## src/rtl/fir_seq_ctrl.sv

```systemverilog
// Sequencer for a single-MAC time-multiplexed FIR: zero-fills the sample buffer,
// accepts one sample at a time, walks every tap through the shared MAC and hands off the result.
module fir_seq_ctrl #(
   parameter int WIDTH  = 10,
   parameter int N_TAPS = 465,
   parameter int ADDR_W = 9,
   parameter int RD_LAT = 1
) (
   input  logic              clock,
   input  logic              reset_n,
   input  logic              in_valid,
   output logic              in_ready,
   output logic              samp_we,
   output logic              samp_wsel,
   output logic [ADDR_W-1:0] samp_waddr,
   output logic [ADDR_W-1:0] samp_raddr,
   output logic [ADDR_W-1:0] coef_raddr,
   output logic              acc_clr,
   output logic              acc_en,
   output logic              out_valid,
   input  logic              out_ready,
   output logic [2:0]        dbg_state
);

   typedef enum logic [2:0] {
      S_INIT  = 3'd0,
      S_IDLE  = 3'd1,
      S_RUN   = 3'd2,
      S_DRAIN = 3'd3,
      S_DONE  = 3'd4
   } state_t;

   localparam logic [ADDR_W-1:0] LAST_ADDR  = ADDR_W'(N_TAPS - 1);
   localparam logic [ADDR_W-1:0] LAST_DRAIN = ADDR_W'(RD_LAT - 1);

   state_t              state_q, state_d;
   logic [ADDR_W-1:0]   cnt_q, cnt_d;     // init index, tap index k, or drain count
   logic [ADDR_W-1:0]   wp_q, wp_d;
   logic [ADDR_W-1:0]   sra_q, sra_d;     // sample read address, counts down from base
   logic [RD_LAT-1:0]   iss_q, iss_d;
   logic [RD_LAT-1:0]   first_q, first_d;

   logic                issue;
   logic                issue_first;
   logic                in_ready_c;
   logic                we_c;
   logic                wsel_c;
   logic [ADDR_W-1:0]   waddr_c;
   logic [ADDR_W-1:0]   raddr_c;
   logic [ADDR_W-1:0]   craddr_c;
   logic                ov_c;

   // Handshakes: a sample transfers in any cycle where in_valid && in_ready; a result
   // transfers in any cycle where out_valid && out_ready. Neither side's valid waits on ready.
   always_comb begin
      state_d     = state_q;
      cnt_d       = cnt_q;
      wp_d        = wp_q;
      sra_d       = sra_q;
      issue       = 1'b0;
      issue_first = 1'b0;
      in_ready_c  = 1'b0;
      we_c        = 1'b0;
      wsel_c      = 1'b1;
      waddr_c     = '0;
      raddr_c     = '0;
      craddr_c    = '0;
      ov_c        = 1'b0;

      case (state_q)
         S_INIT: begin
            we_c    = 1'b1;
            waddr_c = cnt_q;
            if (cnt_q == LAST_ADDR) begin
               cnt_d   = '0;
               state_d = S_IDLE;
            end else begin
               cnt_d = cnt_q + 1'b1;
            end
         end

         S_IDLE: begin
            in_ready_c = 1'b1;
            if (in_valid) begin
               we_c    = 1'b1;
               wsel_c  = 1'b0;
               waddr_c = wp_q;
               sra_d   = wp_q;
               cnt_d   = '0;
               state_d = S_RUN;
            end
         end

         S_RUN: begin
            issue       = 1'b1;
            issue_first = (cnt_q == '0);
            raddr_c     = sra_q;
            craddr_c    = cnt_q;
            // Oldest samples sit just below base, wrapping through the top of the buffer.
            sra_d       = (sra_q == '0) ? LAST_ADDR : sra_q - 1'b1;
            if (cnt_q == LAST_ADDR) begin
               cnt_d   = '0;
               state_d = S_DRAIN;
            end else begin
               cnt_d = cnt_q + 1'b1;
            end
         end

         S_DRAIN: begin
            if (cnt_q == LAST_DRAIN) begin
               cnt_d   = '0;
               state_d = S_DONE;
            end else begin
               cnt_d = cnt_q + 1'b1;
            end
         end

         S_DONE: begin
            ov_c = 1'b1;
            if (out_ready) begin
               wp_d    = (wp_q == LAST_ADDR) ? '0 : wp_q + 1'b1;
               state_d = S_IDLE;
            end
         end

         default: begin
            cnt_d   = '0;
            state_d = S_INIT;
         end
      endcase
   end

   // Issue strobes ride a RD_LAT-deep delay line so acc_en lines up with the product.
   always_comb begin
      iss_d    = '0;
      first_d  = '0;
      iss_d[0]   = issue;
      first_d[0] = issue_first;
      for (int i = 1; i < RD_LAT; i++) begin
         iss_d[i]   = iss_q[i-1];
         first_d[i] = first_q[i-1];
      end
   end

   always_ff @(posedge clock or negedge reset_n) begin
      if (!reset_n) begin
         state_q <= S_INIT;
         cnt_q   <= '0;
         wp_q    <= '0;
         sra_q   <= '0;
         iss_q   <= '0;
         first_q <= '0;
      end else begin
         state_q <= state_d;
         cnt_q   <= cnt_d;
         wp_q    <= wp_d;
         sra_q   <= sra_d;
         iss_q   <= iss_d;
         first_q <= first_d;
      end
   end

   // State-decoded outputs are forced idle while reset is held so nothing reaches the datapath.
   assign in_ready   = reset_n & in_ready_c;
   assign samp_we    = reset_n & we_c;
   assign samp_wsel  = ~reset_n | wsel_c;
   assign samp_waddr = reset_n ? waddr_c  : '0;
   assign samp_raddr = reset_n ? raddr_c  : '0;
   assign coef_raddr = reset_n ? craddr_c : '0;
   assign out_valid  = reset_n & ov_c;
   assign acc_en     = reset_n & iss_q[RD_LAT-1];
   assign acc_clr    = reset_n & first_q[RD_LAT-1];
   assign dbg_state  = state_q;

   a_params: assert property (@(posedge clock)
      (WIDTH > 0) && (RD_LAT >= 1) && (RD_LAT <= 4) && ((1 << ADDR_W) >= N_TAPS));

   a_we_scope: assert property (@(posedge clock) disable iff (!reset_n)
      samp_we |-> ((state_q == S_INIT) || ((state_q == S_IDLE) && in_valid)));

   a_ov_hold: assert property (@(posedge clock) disable iff (!reset_n)
      (out_valid && !out_ready) |=> out_valid);

   a_clr_en: assert property (@(posedge clock) disable iff (!reset_n)
      acc_clr |-> acc_en);

endmodule

```

## config.mk

```make
export PLATFORM = sky130hd
export DESIGN_NAME = fir_seq_ctrl
export DESIGN_NICKNAME = d
export VERILOG_FILES = /design/src/rtl/fir_seq_ctrl.sv
export SDC_FILE = /design/constraint.sdc
export NUM_CORES = 1
export LEC_CHECK = 0
export ABC_CLOCK_PERIOD_IN_PS = 3500
export CORE_ASPECT_RATIO = 0.5
export CORE_UTILIZATION = 45
export DETAILED_ROUTE_END_ITERATION = 6
export PLACE_DENSITY_LB_ADDON = 0.1
export SKIP_CTS_REPAIR_TIMING = 1
export SYNTH_ARGS = -nofsm -noshare
export SYNTH_HDL_FRONTEND = slang
export SYNTH_SLANG_ARGS = --single-unit
```

## constraint.sdc

```tcl
create_clock -name clock -period 3.5 [get_ports clock]
set_clock_uncertainty 0.15 [all_clocks]
set_input_delay 0.525 -clock clock [delete_from_list [all_inputs] [get_ports clock]]
set_output_delay 0.525 -clock clock [all_outputs]
set_load 0.01 [all_outputs]
```

# Yosys cells after proc, flatten, opt, wreduce, memory -nomap -nowiden
# Cells that the tools add are included.
# classes
n_addsub	3
n_mul	0
div	0
n_lt_le_gt_ge	0
eq_ne	11
shifts	0
mux	29
bitwise_logic	8
n_reduce_logical	9
# op_table
operator	n
$mux 9	12
$pmux 9 s2	2
$pmux 9 s4	1
$add 9x1->9 const B	2
$eq 9x9->1 const B	2
$logic_not 9->1	2
$mux 3	5
$pmux 3 s5	1
$ne 2x2->1 const B	5
$sub 9x1->9 const B	1
$mux 1	7
$eq 3x2->1 const B	2
$reduce_and 2->1	3
$and 1x1->1	5
$reduce_and 5->1	1
$eq 3x1->1 const B	1
$eq 3x3->1 const B	1
$logic_not 3->1	1
$not 1->1	2
$pmux 1 s2	1
$reduce_bool 2->1	1
$reduce_or 2->1	1
$or 1x1->1	1
# totals
ff_bits	32
latch_bits	0
mem_bits_rw	0
romBits	0
inputBits	4
output_inout_bits	36
elab_cells	66
n_memories	0

# Depth between registers and ports, before layout
# logic_depth
word_depth	3
depth_mapped	9
mapped_depth_nobuf	7

# Least setup slack after synthesis
# No wires, ideal clock.
# synth_path
path_type	reg-to-output
from	reg state_q[1], in the netlist dbg_state[1]
to	out samp_waddr[1]
arrival_time_ps	1830
required_time_ps	2825
setup_slack_ps	995
stages_incl_launch_ff	7
path_buffers	2
path_cell_list	dfrtp_1 > clkbuf_8 > or2b_2 > nor3b_1 > clkbuf_1 > a22oi_1 > nor2_1
# synth_between
elab_chain_cells	3
elab_cells_between_ends	4
cone_classes	eq/ne (1); mux (2); reduce/logical (1)
# synth_lines
item	line_no	text
from (decl)	36	state_t state_q, state_d;
from (signal assigned)	154	state_q <= state_d;
$eq 3x1->1 / $logic_not 3->1 (equally long branches)	70	case (state_q)
$pmux 9 s2 (*)	70	
$mux 9 (*)	167	assign samp_waddr = reset_n ? waddr_c : '0;
to (decl)	15	output logic [ADDR_W-1:0] samp_waddr,
# Mark *: on every way between the ends. The rest lies on a longest branch, timed or not.

# Worst setup path in the final report
# layout_path
from	reg state_q[1], in the netlist dbg_state[1]
to	out coef_raddr[2]
# layout_between
elab_chain_cells	3
# layout_lines
item	line_no	text
$eq 3x2->1	70	
$mux 9	70	
$mux 9	169	assign coef_raddr = reset_n ? craddr_c : '0;
to (decl)	17	output logic [ADDR_W-1:0] coef_raddr,
# Every way passes these cells.

==> flow_summary.toml <==
[min_path]
hold_class = "in -> async"

[worst_setup_path]
critical_path_class = "reg -> out"
critPathArrivalTime_ns = 2.63
cp-start-kind = "register"
path_max_fanout = 20
r2r_start = "dbg_state[1]"
cp-startpoint = "dbg_state[1]"
required_ns = 2.82
critPathCaptureType = "output pin"

[yosys]
ys_async_sr_fraction = 1.00
synth_area_um2 = 2160
avgSynthCellArea_um2 = 8.48
syn_inst = 255
syn-num-nets = 264
ys_seq_elements = 32
synth_flop_cell = "dfrtp_1"
yosysTopAreaCell = "dfrtp_1"
yosysSeqAreaShare = 0.370
ys_types = 54
synth_edf_count = 0
synth_top_area_frac = 0.370
synth_area_leaders = "dfrtp_1 (37%), and3_1 (5.8%), nor2_1 (5.0%)"
yosysWarningCount = 0

[route]
wl_per_cell_um = 15.5
drtIter0Drc = 123
vias = 2047
drtPass1Iterations = 6
ant_nets = 0
drc = 0
via_per_inst = 5.65
wirelength_um = 5590

[global_route]
antenna_found_initial = 0
grt_max_degree = 33
overflow = 0
grt_pass1_wl_um = 9390
grt_pass1_vias = 1829
grt.total_usage = 0.244

[clocking]
htree_num_levels = 2
tritoncts = "yes"
cts_buffer_depth = 2
cts-root-buf = "clkbuf_8"
cts_sinks = 32
clk_pin_slew_ns = 0.07
insertion_delay_ns = 0.28
cts_buffers = 5

[cells_and_area]
nets = 304
synthToLayoutAreaGrowth_pct = 26.3
post_layout_nonfiller_instances = 362
diodes = 0
drive_gt1_frac = 0.125
final_util = 0.606

[place]
port_buffers = 39
placed_cells = 354
globalplace.congestion = 0.789
dp_hpwl_um = 4000

[timing]
setup-violations-final = 0
setup_tns_ns = 0
slew_viol_final = 0
finalHoldViolations = 0
period_share = 0.945
fin_crit_ns = 3.31
grt_setup_unrepaired = "no"
max_freq_mhz = 302
slew_headroom = 0.424
worst_slew_pin_slew_ns = 0.862

[floorplanning]
dieArea_um2 = 5110
start_util = 0.480
die_w_um = 100
die_h_um = 51.0
ios = 40
rows = 17
core_area_um2 = 4510

[run]
cap_violations = 0

[power]
powerDensity_nw_per_um2 = 768
p_leak_uw = 0.00117
peakVddDrop_uv = 515

[status]
outcome = "completed"
[sequential cells by signal, indices dropped and copies added, names as in the netlist]
name / cells
first_q: 1
dbg_state: 3
iss_q: 1
cnt_q: 9
wp_q: 9
sra_q: 9
[Yosys cell counts, types with 7 or more instances]
cell type	n
and3_1	20
a21oi_1	13
a22oi_1	7
inv_1	11
dfrtp_1	32
nand2_1	27
nand3_1	8
clkbuf_1	7
o21ai_0	16
nor2_1	29
[where the power goes]
| part | total [uW] | switching [uW] | internal [uW] | leakage, uW |
|---|---|---|---|---|
| sequential | 672 | 187 | 485 | 0.000421 |
| clock | 392 | 141 | 251 | 0.0000645 |
| combinational | 1030 | 569 | 465 | 0.000684 |
[worst paths after layout]
kind	to	slack, ns	depth (start not counted)
min reg2reg	wp_q[5]	0.38	1
max reg2reg	sra_q[2]	0.77	5
max in group asynchronous	dbg_state[0]	2.70	2
min in group clock	wp_q[5]	0.38	1
min	wp_q[7]	0.02	1
max	coef_raddr[2]	0.19	4
[cells in the final DEF (no fill, tap or decap), drive strengths merged, types with 2 or more instances in the layout]
cell,Yosys,final
clkdlybuf4s50,0,38
dfrtp,32,32
nor2,29,29
nand2,27,27
and3,22,22
o21ai,18,18
a21oi,13,13
inv,11,11
buf,7,10
nand3,8,8
a22oi,7,7
clkbuf,8,7
or4,5,5
nand4,5,5
nand3b,5,5
ha,5,5
o22ai,4,4
a21o,4,4
a22o,4,4
nor3,3,3
and2,3,3
nand2b,3,3
xor2,3,3
nor4,3,3
or3b,2,2
xnor2,2,2
o311ai,2,2
or4b,2,2
[per-layer routing]
layer	GRT usage	up-vias	share of wire	wire length, um
li1	-	998	-	-
met1	0.339	983	0.47	2650
met2	0.391	60	0.46	2570
met3	0.0520	6	0.058	325
met4	0.0652	0	0.0093	52
met5	0	-	0	0
[final cells by class]
class	count	area (um^2)
Fill cell	418	1780
Multi-Input combinational cell	197	1210
Sequential cell	32	801
Timing Repair Buffer	48	465
Clock buffer	7	96.3
Tap cell	66	82.6
Inverter	11	41.3
Clock inverter	1	30.0
[worst max-delay path, stage by stage, from the launching register on]
cell,delay (ns)
dfrtp_1,0.60
or3b_2,0.59
inv_1,0.39
and3_2,0.24
clkdlybuf4s50_1,0.53
[metrics by stage]
stage	cell area [um^2]	total power, uW	setup WS [ns]	hold slack, ns
3_3_place_gp	2610	1680	0.551	0.327
5_1_grt	2730	2260	0.0261	0.0495
3_5_place_dp	2610	1700	0.510	0.339
2_1_floorplan	2160	1380	0.995	0.0794
4_1_cts	2730	2100	0.195	0.0278
6_report	2730	2100	0.192	0.0183
[logic make-up after synthesis]
kind of cell,count (synthesis),share of synthesized area
and+or+nand+nor,124,0.316
AOI/OAI and AO/OA,61,0.187
DFF,32,0.370
buffers and inverters,26,0.0682
xor gates and xnor gates,5,0.0202
adders and majority gates,5,0.0289
muxes,2,0.00983
Note: power is estimated with default switching activity, not from simulation.
